--- config.mk ---
export PLATFORM = sky130hd
export DESIGN_NAME = sample_pacer
export DESIGN_NICKNAME = d
export VERILOG_FILES = /design/src/rtl/cc_pkg.sv /design/src/rtl/cc_sync_fifo.sv /design/src/rtl/sample_pacer.sv
export SDC_FILE = /design/constraint.sdc
export NUM_CORES = 1
export LEC_CHECK = 0
export CELL_PAD_IN_SITES_DETAIL_PLACEMENT = 0
export CELL_PAD_IN_SITES_GLOBAL_PLACEMENT = 2
export CORE_UTILIZATION = 51
export CTS_CLUSTER_DIAMETER = 150
export DETAILED_ROUTE_END_ITERATION = 8
export PLACE_DENSITY_LB_ADDON = 0.1
export SLEW_MARGIN = 0
export SYNTH_ARGS = -nofsm -noshare
export SYNTH_HDL_FRONTEND = slang
export SYNTH_SLANG_ARGS = --single-unit
--- constraint.sdc ---
create_clock -name clk -period 5.25 [get_ports clk]
set_clock_uncertainty 0.15 [all_clocks]
set_input_delay 1.05 -clock clk [delete_from_list [all_inputs] [get_ports clk]]
set_output_delay 1.05 -clock clk [all_outputs]
set_load 0.01 [all_outputs]
--- src/rtl/cc_pkg.sv ---
// Shared types and constants for the sample pacer and its FIFO.
package cc_pkg;

   typedef enum logic [1:0] {
      IDLE  = 2'd0,
      PRIME = 2'd1,
      RUN   = 2'd2
   } pacer_state_e;

   localparam int unsigned DEFAULT_PERIOD = 251;
   localparam int unsigned FPF            = 11;

endpackage

--- src/rtl/cc_sync_fifo.sv ---
// Single-clock FIFO with synchronous flush; storage is deliberately left unreset.
module cc_sync_fifo #(
   parameter int unsigned WIDTH = 16,
   parameter int unsigned DEPTH = 16
) (
   input  logic                     clk,
   input  logic                     rst,
   input  logic                     flush,
   input  logic                     push,
   input  logic [WIDTH-1:0]         push_data,
   input  logic                     pop,
   output logic [WIDTH-1:0]         pop_data,
   output logic [$clog2(DEPTH):0]   count,
   output logic                     full,
   output logic                     empty
);

   localparam int unsigned AW = $clog2(DEPTH);
   localparam int unsigned CW = AW + 1;

   logic [WIDTH-1:0] mem_q [DEPTH];
   logic [AW-1:0]    wr_ptr_q, wr_ptr_d;
   logic [AW-1:0]    rd_ptr_q, rd_ptr_d;
   logic [CW-1:0]    count_q, count_d;
   logic             do_push, do_pop;

   assign full     = (count_q == CW'(DEPTH));
   assign empty    = (count_q == '0);
   assign count    = count_q;
   assign pop_data = mem_q[rd_ptr_q];
   assign do_push  = push && !full;
   assign do_pop   = pop && !empty;

   always_comb begin
      wr_ptr_d = wr_ptr_q;
      rd_ptr_d = rd_ptr_q;
      count_d  = count_q;
      if (flush) begin
         wr_ptr_d = '0;
         rd_ptr_d = '0;
         count_d  = '0;
      end else begin
         if (do_push) wr_ptr_d = wr_ptr_q + AW'(1);
         if (do_pop)  rd_ptr_d = rd_ptr_q + AW'(1);
         if (do_push && !do_pop)      count_d = count_q + CW'(1);
         else if (!do_push && do_pop) count_d = count_q - CW'(1);
      end
   end

   always_ff @(posedge clk or posedge rst) begin
      if (rst) begin
         wr_ptr_q <= '0;
         rd_ptr_q <= '0;
         count_q  <= '0;
      end else begin
         wr_ptr_q <= wr_ptr_d;
         rd_ptr_q <= rd_ptr_d;
         count_q  <= count_d;
      end
   end

   always_ff @(posedge clk) begin
      if (do_push && !flush) mem_q[wr_ptr_q] <= push_data;
   end

endmodule

--- src/rtl/sample_pacer.sv ---
// Mixes multichannel input down to one sample and releases it at a fixed cadence.
// Optional SAMPLE_PACER_STATS_EN adds underrun and drop counters.
module sample_pacer
   import cc_pkg::*;
#(
   parameter int unsigned WIDTH    = 16,
   parameter int unsigned CHANNELS = 1,
   parameter int unsigned DEPTH    = 16,
   parameter int unsigned PERIOD   = DEFAULT_PERIOD
) (
   input  logic                        clk,
   input  logic                        rst,
   input  logic                        enable,
   input  logic [CHANNELS*WIDTH-1:0]   inData,
   input  logic                        inValid,
   output logic                        inReady,
   output logic signed [WIDTH-1:0]     inputSample,
   output logic                        sampleReady,
   output logic                        primed
`ifdef SAMPLE_PACER_STATS_EN
   ,
   output logic [15:0]                 underrunCount,
   output logic [15:0]                 dropCount
`endif
);

   localparam int unsigned LOG2C = $clog2(CHANNELS);
   localparam int unsigned SW    = WIDTH + LOG2C;
   localparam int unsigned AW    = $clog2(DEPTH);
   localparam int unsigned NW    = AW + 1;
   localparam int unsigned PW    = $clog2(PERIOD);

   pacer_state_e      state_q, state_d;
   logic [PW-1:0]     per_cnt_q, per_cnt_d;
   logic [WIDTH-1:0]  sample_q, sample_d;
   logic              strobe_q, strobe_d;

   logic signed [SW-1:0] mix_sum_c;
   logic [WIDTH-1:0]     mix_c;
   logic                 in_ready_c, in_xfer_c, tick_c, pop_c, underrun_c;
   logic [WIDTH-1:0]     fifo_rd_data;
   logic [NW-1:0]        fifo_count;
   logic                 fifo_full, fifo_empty;

   // Widened sum cannot overflow; arithmetic shift gives the floored mean
   always_comb begin
      mix_sum_c = '0;
      for (int k = 0; k < CHANNELS; k++) begin
         mix_sum_c = mix_sum_c + SW'($signed(inData[k*WIDTH +: WIDTH]));
      end
      mix_c = WIDTH'(mix_sum_c >>> LOG2C);
   end

   assign in_ready_c = enable && !fifo_full && !rst;
   assign in_xfer_c  = inValid && in_ready_c;
   assign tick_c     = (state_q == RUN) && enable && (per_cnt_q == PW'(PERIOD - 1));
   assign pop_c      = tick_c && !fifo_empty;
   assign underrun_c = tick_c && fifo_empty;

   cc_sync_fifo #(
      .WIDTH (WIDTH),
      .DEPTH (DEPTH)
   ) u_fifo (
      .clk       (clk),
      .rst       (rst),
      .flush     (!enable),
      .push      (in_xfer_c),
      .push_data (mix_c),
      .pop       (pop_c),
      .pop_data  (fifo_rd_data),
      .count     (fifo_count),
      .full      (fifo_full),
      .empty     (fifo_empty)
   );

   always_comb begin
      state_d   = state_q;
      per_cnt_d = '0;
      sample_d  = sample_q;
      strobe_d  = 1'b0;
      if (!enable) begin
         state_d = IDLE;
      end else begin
         case (state_q)
            IDLE:    state_d = PRIME;
            PRIME:   if (fifo_count >= NW'(DEPTH / 2)) state_d = RUN;
            RUN:     if (underrun_c) state_d = PRIME;
            default: state_d = IDLE;
         endcase
      end
      // Counter only advances while staying in RUN; a tick wraps it
      if ((state_q == RUN) && enable && !tick_c) per_cnt_d = per_cnt_q + PW'(1);
      if (pop_c) begin
         sample_d = fifo_rd_data;
         strobe_d = 1'b1;
      end
   end

   always_ff @(posedge clk or posedge rst) begin
      if (rst) begin
         state_q   <= IDLE;
         per_cnt_q <= '0;
         sample_q  <= '0;
         strobe_q  <= 1'b0;
      end else begin
         state_q   <= state_d;
         per_cnt_q <= per_cnt_d;
         sample_q  <= sample_d;
         strobe_q  <= strobe_d;
      end
   end

   assign inReady     = in_ready_c;
   assign inputSample = sample_q;
   assign sampleReady = strobe_q;
   assign primed      = (state_q == RUN);

`ifdef SAMPLE_PACER_STATS_EN
   logic [15:0] under_q, under_d;
   logic [15:0] drop_q, drop_d;

   always_comb begin
      under_d = under_q;
      drop_d  = drop_q;
      if (underrun_c && (under_q != 16'hFFFF)) under_d = under_q + 16'd1;
      if (enable && inValid && !in_ready_c && (drop_q != 16'hFFFF)) drop_d = drop_q + 16'd1;
   end

   always_ff @(posedge clk or posedge rst) begin
      if (rst) begin
         under_q <= '0;
         drop_q  <= '0;
      end else begin
         under_q <= under_d;
         drop_q  <= drop_d;
      end
   end

   assign underrunCount = under_q;
   assign dropCount     = drop_q;
`endif

endmodule

## Word level (Yosys, flattened, before mapping)

Memories as Yosys holds them, arrays and structs flattened. A register that Yosys moved wholly into a read port is not among the register bits.
Cells that the tools add are included.

- Bits in registers: 24
- Word-level logic and storage cells: 59
- Output and inout port bits: 19
- Bits of input ports: 20
- Memories kept: 1
- RAM bits: 256

Memory list:

| memory | depth | bits a word | rd ports | clocked after memory_dff | write ports | RTL line | source |
|---|---|---|---|---|---|---|---|
| u_fifo.mem_q | 16 | 16 | 1 | 1 | 1 | cc_sync_fifo.sv:21 | `logic [WIDTH-1:0] mem_q [DEPTH];` |

- Equal/unequal tests: 9
- Multiplexer cells: 15
- Add/subtract/negate cells: 5
- Reduce and logical (&&, ||, !) cells: 22
- Order comparisons: 1

Operator list:

| operator | count |
|---|---|
| $mux 4 | 4 |
| $mux 5 | 3 |
| $logic_and 1x1->1 | 13 |
| $add 4x1->4 const B | 2 |
| $add 8x1->8 const B | 1 |
| $eq 8x8->1 const B | 1 |
| $mux 8 | 1 |
| $logic_not 1->1 | 6 |
| $mux 2 | 3 |
| $pmux 2 s3 | 1 |
| $add 5x1->5 const B | 1 |
| $eq 5x5->1 const B | 1 |
| $ge 5x4->1 const B | 1 |
| $logic_not 5->1 | 1 |
| $sub 5x1->5 const B | 1 |
| $ne 2x1->1 const B | 2 |
| $mux 1 | 3 |
| $ne 3x1->1 const B | 1 |
| $ne 3x2->1 const B | 1 |
| $ne 3x3->1 const B | 1 |
| $eq 2x1->1 const B | 1 |
| $eq 2x2->1 const B | 1 |
| $logic_not 2->1 | 1 |
| $reduce_and 2->1 | 1 |

## Logic depth before layout (Yosys ltp)

Gate-level depths: netlist of the first run.

- Depth in word-level cells: 11
- Gate-level depth with buffers: 13

## By module

From an unflattened synthesis of the first run, not the netlist that was laid out.

- Cell total of the unflattened synthesis: 568
- Area total of the unflattened synthesis: 11967.7 um^2

Modules (own cells, without submodules):

| module | cells each | times used | area each (um^2) | seq. area each (um^2) |
|---|---|---|---|---|
| cc_sync_fifo | 476 | 1 | 10750.3 | 8012.7 |
| sample_pacer | 92 | 1 | 1217.4 | 675.6 |

## Worst setup path after synthesis of the first run

Ideal clock, no wire load.

- Kind: input to register
- Start: in enable
- End: reg u_fifo.count_q[4], in the netlist u_fifo.count[4]
- Stages: 11
- Slack: 2107 ps
- Arrival: 2866 ps
- Library setup time: 128 ps
- Required time: 4972 ps
- Cell sequence: and3b_1 > a21boi_2 > nand2_1 > buf_2 > nand2_1 > fa_1 > nand3_1 > nand2_1 > o211ai_1 > a2bb2oi_1 > nand3_1

- Word-level cells in the longest chain between the ends: 8

RTL lines:

| item | RTL line | source |
|---|---|---|
| from (decl) | sample_pacer.sv:13 | `input logic enable,` |
| $logic_and 1x1->1 (2 in a row) | sample_pacer.sv:56 | `assign tick_c = (state_q == RUN) && enable && (per_cnt_q == PW'(PERIOD - 1));` |
| $logic_and 1x1->1 | sample_pacer.sv:57 | `assign pop_c = tick_c && !fifo_empty;` |
| $logic_and 1x1->1 | cc_sync_fifo.sv:32 | `assign do_pop = pop && !empty;` |
| $logic_not 1->1 | cc_sync_fifo.sv:45 | `if (do_push && !do_pop) count_d = count_q + CW'(1);` |
| $logic_and 1x1->1 | cc_sync_fifo.sv:45 |  |
| $mux 5 | cc_sync_fifo.sv:45 |  |
| $mux 5 | cc_sync_fifo.sv:38 | `if (flush) begin` |
| to (signal assigned) | cc_sync_fifo.sv:58 | `count_q <= count_d;` |
| to (decl) | cc_sync_fifo.sv:24 | `logic [CW-1:0] count_q, count_d;` |

Several ways; a longest one is shown, not always the timed one.
A chain may end at the register's enable or synchronous reset.

## Final worst setup path of the first run

- Start: in enable
- End: out inReady

- Word-level cells in the longest chain between the ends: 2

RTL lines:

| item | RTL line | source |
|---|---|---|
| $logic_and 1x1->1 (2 in a row) | sample_pacer.sv:54 | `assign in_ready_c = enable && !fifo_full && !rst;` |
| to (decl) | sample_pacer.sv:16 | `output logic inReady,` |

Every way passes these cells.

==> results of run 1 <==
## logic make-up (layout without fill, tap and decap cells)
group / Yosys count / count (layout) / synth area share [%]
flops: 296 / 296 / 73.3
simple gates: 111 / 111 / 5.10
mux: 82 / 82 / 13.7
compound gates: 48 / 48 / 3.91
buf+inv: 36 / 113 / 1.52
xor+xnor: 15 / 15 / 1.11
fa+ha+maj: 12 / 12 / 1.33
## Yosys cell counts (2+ instances only)
cell / instances
a2111oi_2: 11
ha_1: 11
nand3b_1: 2
nor3_2: 2
nor2b_1: 20
mux4_2: 64
and4_1: 4
buf_1: 4
xor2_1: 6
a22o_1: 3
and3b_1: 2
buf_4: 4
nand4_1: 2
mux2i_1: 16
nand2_1: 12
xnor2_1: 9
a2111oi_1: 5
inv_1: 5
and3_1: 4
buf_2: 12
dfrtp_1: 40
edfxtp_1: 256
nor3_1: 3
a211oi_1: 16
a21oi_1: 4
and2_1: 17
nand3_1: 10
clkbuf_1: 8
nor2_1: 28
buf_6: 2
mux2_2: 2
## worst register-to-register path, delay by kind of cell, from the launching register on
kind                   cells  cell delay (ns)
buffers and inverters      1             0.58
muxes                      2             1.00
DFF                        1             1.06
AOI/OAI and AO/OA          1             0.14
## power by group
group	total, mW	internal (mW)	switching (mW)
combinational	0.118	0.0413	0.0764
clock	2.10	1.20	0.903
sequential	2.58	2.57	0.00961
total	4.80	3.81	0.989
## metal layers
layer	vias to the layer above	GRT usage [%]
met4	0	5.28
met5	-	0
met2	147	32.0
met3	31	3.98
li1	2533	-
met1	3013	33.0
## area by class of cell
type                            instances  area, µm²
Sequential cell                       296       8690
Inverter                                6       22.5
Fill cell                            1646       9220
Clock inverter                         19        111
Multi-Input combinational cell        268       2980
Clock buffer                           42        881
Timing Repair Buffer                   46        440
Tap cell                              285        357
## final timing paths
kind	start	end	slack, ns
worst max-delay path	enable	inReady	1.58
worst min-delay path	per_cnt_q[0]	per_cnt_q[0]	0.36
worst max register to register	u_fifo.rd_ptr_q[0]	inputSample[10]	2.16
worst min register to register	per_cnt_q[0]	per_cnt_q[0]	0.36
max in group asynchronous	rst	u_fifo.rd_ptr_q[0]	3.26
min in group asynchronous	rst	inputSample[8]	0.99
## state kept, by name (all words and copies together) (netlist names)
register and count:
u_fifo.rd_ptr_q 4, state_q 2, inputSample 16, sampleReady 1
u_fifo.mem_q 256, per_cnt_q 8, u_fifo.wr_ptr_q 4, u_fifo.count 5
==> out/metrics.csv, run 1 <==
metric,value,unit
irDropWorstVdd,0.286,mV
hold_buffers,0,
fin_crit,3.67,ns
grt_start_max_net_pins,49,
tightest_slew,1.00,ns
setup_violations,0,
power.leakage,4.33,nW
syn_area,0.0118,mm²
final_nets,684,
syn_nets,632,
fin_cells,962,
grt_pass1_vias,5900,
status,"complete, no violations",
antenna_found_initial,0,
required,4.05,ns
grt-ovfl-total,0,
path_cells,clkdlybuf4s50_1 -> buf_4 -> nor3b_1 -> clkdlybuf4s50_1,
std_cell_rows,55,
hpwlAfterDp,15000,µm
synth-seq-cells,296,
clk_latency,0.51,ns
port_buffers,38,
synth_cells,600,
hold_viol,0,
relSlewSlack,33.1,%
synth-main-ff-cell,edfxtp_1,
hold_class,flop to flop,
powerDensity,356,mW/mm²
fmax,273,MHz
setup_ws,1.58,ns
yosysSeqAreaShare,73.3,%
drv_cap,0,
utilization,59.4,%
clock-root-buffer,clkbuf_16,
crit_arrival,2.47,ns
path_delay_family,buffers and inverters,
cp_max_fo,16,
dieArea,0.0238,mm²
ys_top_cells_by_area,"edfxtp_1, mux4_2, dfrtp_1",
cts_tree,built,
met3_wirelength,1570,µm
wl_met1,11100,µm
fin_crit_sh,69.9,%
drtIter0Drc,474,
placed_cells,901,
crit_type,input port to output port,
synth-edff-count,256,
min_path_cells,1,
synth_top_area_share,64.9,%
ys_async_sr_fraction,13.5,%
diodes,0,
critPathSlowestCell,clkdlybuf4s50_1,
drt_wl_total,24300,µm
start_util,52.2,%
place_ws,1.22,ns
synth.distinct_cells,47,
crit_path_end_kind,output port,
clk_pin_slew,0.05,ns
path_buf_inv,3,
area_growth,13.8,%
ant_nets,0,
cpMostUsedCell,clkdlybuf4s50_1,
final_cell_mix,"edfxtp_1, mux4_2, clkdlybuf4s50_1",
routedWlPerCell,25.3,µm
cts_buffers,34,
drt_pass1_iterations,4,
clock_path_buffers,3,
final_common_cell,edfxtp_1,
cts_setup_buffers,0,
viasPerCell,5.95,
ioPinCount,39,
cts.sinks,296,
cp-start-kind,input port,
hold_ws,0.362,ns
placement.cell_area,0.0125,mm²
crit_cells,4,
cts_max_level,2,
die_h,154,µm
globalplace.congestion,0.762,
power,4.80,mW
rr_worst_depth,4,
vias,5724,
rsz0062_at_grt,false,
top_layer_used,met4,
setup_tns,0,ns
slew_viol_final,0,
route.met2.wl,11300,µm
drc,0,
avgSynthCellArea,19.7,µm²
drive_above_1_share,21.3,%
yosys_warnings,0,
die_w,154,µm
critical-path-max-stage-delay,0.57,ns
coreArea,0.0227,mm²
cts_resized,0,
grt.total_usage,21.5,%
grt_pass1_wl,37000,µm
final_area,0.0135,mm²
yosysTopAreaCell,edfxtp_1,
Power figures use the tool's default switching activity.
==> inputs of run 2 (changes only) <==
- CORE_UTILIZATION: 51 -> 43
- clock period: 5.25 -> 3.1 ns (I/O delays scaled with it)
==> run 2 against run 1 <==
  * Cell count rose by 9.7%
  * Flip-flop and latch count is the same
  * Global-route usage decreased by 1.7 points
  * Sequential power increased by 69%
  * Setup slack got worse by 1.4 ns
  * Clock power rose by 84%
  * First-iteration DRC count fell by 11%
  * Critical endpoint unchanged
  * Clock-buffer cell count increased by 6
  * Largest power group unchanged
  * Die area grew 18%
  * Combinational power rose by 64%
==> out/metrics.csv, run 2 (synthesis results as in run 1) <==
metric,value,unit
cts.sinks,296,
largest_register_ffs,256,
final_cell_mix,"edfxtp_1, mux4_2, clkdlybuf4s50_1",
coreArea,0.0270,mm²
utilization,52.0,%
hpwlAfterDp,16000,µm
hold_class,flop to flop,
port_buffers,38,
dieArea,0.0282,mm²
cts_buffers,34,
grt_pass1_vias,6236,
grt_pass1_wl,40100,µm
fin_crit,2.87,ns
relSlewSlack,33.8,%
irDropWorstVdd,0.475,mV
status,"complete, no violations",
viasPerCell,5.62,
crit_type,flop to output port,
cp-start-kind,flop,
drc,0,
clk_pin_slew,0.06,ns
cp_max_fo,5,
register_area,0.00869,mm²
fill_cells,2156,
cts_resized,0,
final_common_cell,edfxtp_1,
die_h,168,µm
power,8.42,mW
crit_path_end_kind,output port,
placed_cells,993,
fin_crit_sh,92.6,%
routedWlPerCell,25.2,µm
tightest_slew,0.993,ns
start_util,43.8,%
grt-ovfl-total,0,
drt_wl_total,26600,µm
final_nets,720,
cts_max_level,2,
setup_tns,0,ns
antenna_found_initial,1,
ant_nets,0,
grt_start_max_net_pins,40,
drv_cap,0,
area_growth,18.7,%
fmax,348,MHz
drtIter0Drc,422,
setup_violations,0,
required,2.33,ns
clk_latency,0.50,ns
drt_pass1_iterations,4,
power.leakage,4.59,nW
ioPinCount,39,
powerDensity,599,mW/mm²
std_cell_rows,60,
slew_viol_final,0,
fin_cells,1055,
hold_buffers,0,
cts_setup_buffers,0,
hold_viol,0,
drive_above_1_share,24.8,%
die_w,168,µm
cts_tree,built,
vias,5928,
clock-root-buffer,clkbuf_16,
clock_path_buffers,3,
hold_ws,0.355,ns
largest-register,u_fifo.mem_q,
crit_arrival,2.10,ns
multiInputGateArea,0.00298,mm²
rsz0062_at_grt,false,
grt.total_usage,19.7,%
globalplace.congestion,0.722,
-- run 2: changes by cell type in the layout (fill, tap and decap cells not counted), sizes merged --
cell	delta
buf	+36
clkinv	-7
clkbuf	+6
bufinv	+3
clkinvlp	-1
diode	+1
inv	-1
-- run 2: routing by layer --
layer | vias to the layer above | part of all wire, % | GRT usage (%)
met5 | - | 0 | 0
met3 | 34 | 3.9 | 2.82
met1 | 3165 | 44 | 27.3
met4 | 0 | 1.8 | 5.50
met2 | 119 | 50 | 32.8
li1 | 2610 | - | -
-- run 2: report_power, final --
group          total [mW]  internal [mW]  switching [mW]
clock network        3.86           2.34            1.52
registers            4.37           4.35          0.0170
logic               0.194         0.0743           0.120
-- run 2: cell type report --
cell class	instances	share of cell area (%)
Tap cell	341	3.03
Antenna cell	1	0.0178
Clock inverter	13	1.06
Multi-Input combinational cell	268	21.2
Inverter	6	0.160
Sequential cell	296	61.8
Clock buffer	48	6.58
Timing Repair Buffer	82	6.12
-- run 2: metrics by stage --
stage	instance area (µm²)	worst slack, ns
3_3_place_gp	13000	0.0453
5_1_grt	14100	0.0894
6_report	14100	0.229
2_1_floorplan	11800	0.387
3_5_place_dp	13000	-0.00572
4_1_cts	14100	0.213
-- run 2: worst max-delay path: stages (launching register included) --
cell	delay, ns
dfrtp_1	0.43
nor3_2	0.40
and3_1	0.25
nor3b_1	0.06
clkdlybuf4s50_1	0.47
-- run 2: final timing paths --
path | start | to | slack, ns | depth (start not counted)
hold reg to reg | per_cnt_q[0] | per_cnt_q[0] | 0.36 | 1
max in group asynchronous | rst | u_fifo.rd_ptr_q[0] | 2.00 | 3
setup reg to reg | per_cnt_q[0] | u_fifo.count[4] | 0.54 | 12
min in group asynchronous | rst | u_fifo.count[3] | 0.38 | 3
hold / removal | per_cnt_q[0] | per_cnt_q[0] | 0.36 | 1
setup / recovery | u_fifo.count[2] | inReady | 0.23 | 4
==> inputs of run 3 (changes only) <==
--- a/config.mk
+++ b/config.mk
@@ -7,6 +7,8 @@
 export LEC_CHECK = 0
+export ABC_AREA = 1
 export CELL_PAD_IN_SITES_DETAIL_PLACEMENT = 0
 export CELL_PAD_IN_SITES_GLOBAL_PLACEMENT = 2
-export CORE_UTILIZATION = 43
+export CORE_UTILIZATION = 38
 export CTS_CLUSTER_DIAMETER = 150
+export CTS_CLUSTER_SIZE = 14
 export DETAILED_ROUTE_END_ITERATION = 8
==> constraint.sdc (replaced) <==
create_clock -name clk -period 3.1 [get_ports clk]
set_clock_uncertainty 0.15 [all_clocks]
set_input_delay 0.465 -clock clk [delete_from_list [all_inputs] [get_ports clk]]
set_output_delay 0.465 -clock clk [all_outputs]
set_load 0.01 [all_outputs]
==> run 3 against run 2 <==
  * Sequential power about the same
  * First-iteration DRC count up 23%
  * Clock-buffer cell count down 4
  * Combinational power up 36%
  * Cell count up 45%
==> out/metrics.csv, run 3 <==
metric,value,unit
antenna_found_initial,3,
final_common_cell,nor2_1,
critical-path-max-stage-delay,0.46,ns
coreArea,0.0316,mm²
avgSynthCellArea,11.4,µm²
cp-start-kind,flop,
final_cell_mix,"nor2_1, edfxtp_1, o21ai_0",
viasPerCell,5.01,
synth-seq-cells,296,
r2r-end,u_fifo.count[4],
cp_max_fo,5,
port_buffers,38,
vias,7680,
rsz0062_at_grt,false,
ys_async_sr_fraction,13.5,%
cts_tree,built,
drt_pass1_iterations,4,
hold_buffers,0,
synth_cells,1072,
required,2.48,ns
crit_path_end_kind,output port,
die_h,181,µm
routedWlPerCell,19.9,µm
final_nets,1146,
hold_class,input port to async pin,
setup_ws,0.553,ns
tightest_slew,0.949,ns
irDropWorstVdd,0.392,mV
synth-main-ff-cell,edfxtp_1,
final_area,0.0139,mm²
powerDensity,544,mW/mm²
drtIter0Drc,519,
rr_worst_depth,14,
drv_cap,0,
clk_latency,0.53,ns
syn_area,0.0122,mm²
fin_crit,2.55,ns
grt_pass1_vias,7847,
status,"complete, no violations",
grt-ovfl-total,0,
hold_ws,0.295,ns
grt_pass1_wl,47400,µm
clock_path_buffers,3,
yosysTopAreaCell,edfxtp_1,
synth.distinct_cells,33,
path_cells,nor2_1 -> nand3_1 -> nand2_1 -> inv_1 -> clkdlybuf4s50_1,
start_util,38.7,%
syn_nets,1104,
ys_top_cells_by_area,"edfxtp_1, nor2_1, dfrtp_1",
synth_commonest_cells,"nor2_1, edfxtp_1, o21ai_0, nand2_1, nand3_1",
gr-usage-met1,25.1,%
fill_cells,2949,
slew_viol_final,0,
yosysSeqAreaShare,71.0,%
grt_start_max_net_pins,131,
cts_buffers,25,
hold_viol,0,
cts.sinks,296,
synth-edff-count,256,
std_cell_rows,65,
critPathSlowestCell,clkdlybuf4s50_1,
fin_crit_sh,82.2,%
drive_above_1_share,8.13,%
area_growth,13.3,%
power.leakage,4.95,nW
ioPinCount,39,
hpwlAfterDp,18700,µm
clock-root-buffer,clkbuf_16,
synth.most_common_cell,nor2_1,
use_met2,32.9,%
place_ws,0.312,ns
diodes,0,
cts_max_level,1,
largest-register,u_fifo.mem_q,
setup_tns,0,ns
fmax,393,MHz
r2r-start,u_fifo.count[0],
die_w,181,µm
largest_register_ffs,256,
dieArea,0.0329,mm²
cts_setup_buffers,0,
grt_util_met3,2.79,%
synth_top_area_share,62.9,%
placement.cell_area,0.0131,mm²
path_delay_family,buffers and inverters,
crit_arrival,1.93,ns
cts_resized,0,
reg2reg_slack,0.78,ns
globalplace.congestion,0.761,
crit_type,flop to output port,
drt_wl_total,30500,µm
ant_nets,0,
grt.total_usage,19.1,%
yosys_warnings,0,
setup_violations,0,
drc,0,
relSlewSlack,36.3,%
grt-busiest-layer,met2,
path_buf_inv,2,
clk_pin_slew,0.07,ns
run 3: changes by cell type in the layout (fill, tap and decap cells not counted), sizes merged, moves of 17 or more:
cell	before	now
mux4	64	0
nor2	28	295
nand3	10	113
nand2	12	118
and2	17	0
nor2b	20	0
o21ai	0	136
run 3: logic make-up after synthesis:
family / Yosys count / share of synthesized area [%]
AND/OR/NAND/NOR: 532 / 18.0
flip-flops: 296 / 71.0
adder cells (fa/ha/maj): 12 / 1.29
buffers and inverters: 83 / 3.34
AO/OA/AOI/OAI: 146 / 6.12
XOR/XNOR: 3 / 0.215
run 3: how the worst max path moves through the flow:
stage                    startpoint             endpoint  slack [ns]  cells after the start
floorplan                    enable  u_fifo.mem_q[11][0]        0.72                      7
global placement             enable      u_fifo.count[4]        0.27                     15
detailed placement           enable      u_fifo.count[4]        0.31                     15
CTS                 u_fifo.count[0]              inReady        0.50                      5
global route        u_fifo.count[1]              inReady        0.40                      5
finish              u_fifo.count[0]              inReady        0.55                      5
run 3: per-stage QoR:
stage / instances / utilization, % / power (mW)
after CTS: 1534 / 43.8 / 7.63
after floorplan: 1072 / - / 4.59
after global routing: 1534 / 43.8 / 7.79
after detailed placement: 1489 / 41.6 / 4.73
after global placement: 1489 / 41.6 / 4.74
final: 1534 / 43.8 / 7.54
run 3: area by class of cell:
| cell class | count | area [µm²] | area share [%] |
|---|---|---|---|
| Clock buffer | 44 | 697 | 5.03 |
| Clock inverter | 1 | 16.3 | 0.117 |
| Inverter | 26 | 103 | 0.740 |
| Multi-Input combinational cell | 693 | 3170 | 22.9 |
| Sequential cell | 296 | 8690 | 62.7 |
| Tap cell | 402 | 503 | 3.63 |
| Timing Repair Buffer | 72 | 673 | 4.86 |
run 3: worst reg2reg max path, stage by stage (launching register included):
cell	delay, ns
dfrtp_1	0.44
nor2_1	0.16
nand3_1	0.20
nand3_4	0.17
clkinv_4	0.11
nand2_4	0.13
ha_1	0.28
a21oi_1	0.18
nand3_1	0.09
nand2_1	0.09
inv_1	0.04
nand2_1	0.05
nand2_1	0.05
nand2_1	0.05
nand2_1	0.04
run 3: where the power goes:
group	switching, mW	total (mW)	internal, mW
Sequential	0.0180	4.38	4.36
Clock	1.38	2.90	1.52
Combinational	0.183	0.264	0.0817
run 3: metal layers:
layer / routed length [µm] / vias to the layer above
li1: - / 3785
met1: 13700 / 3748
met2: 15100 / 98
met3: 922 / 45
met4: 770 / 4
met5: 24 / -
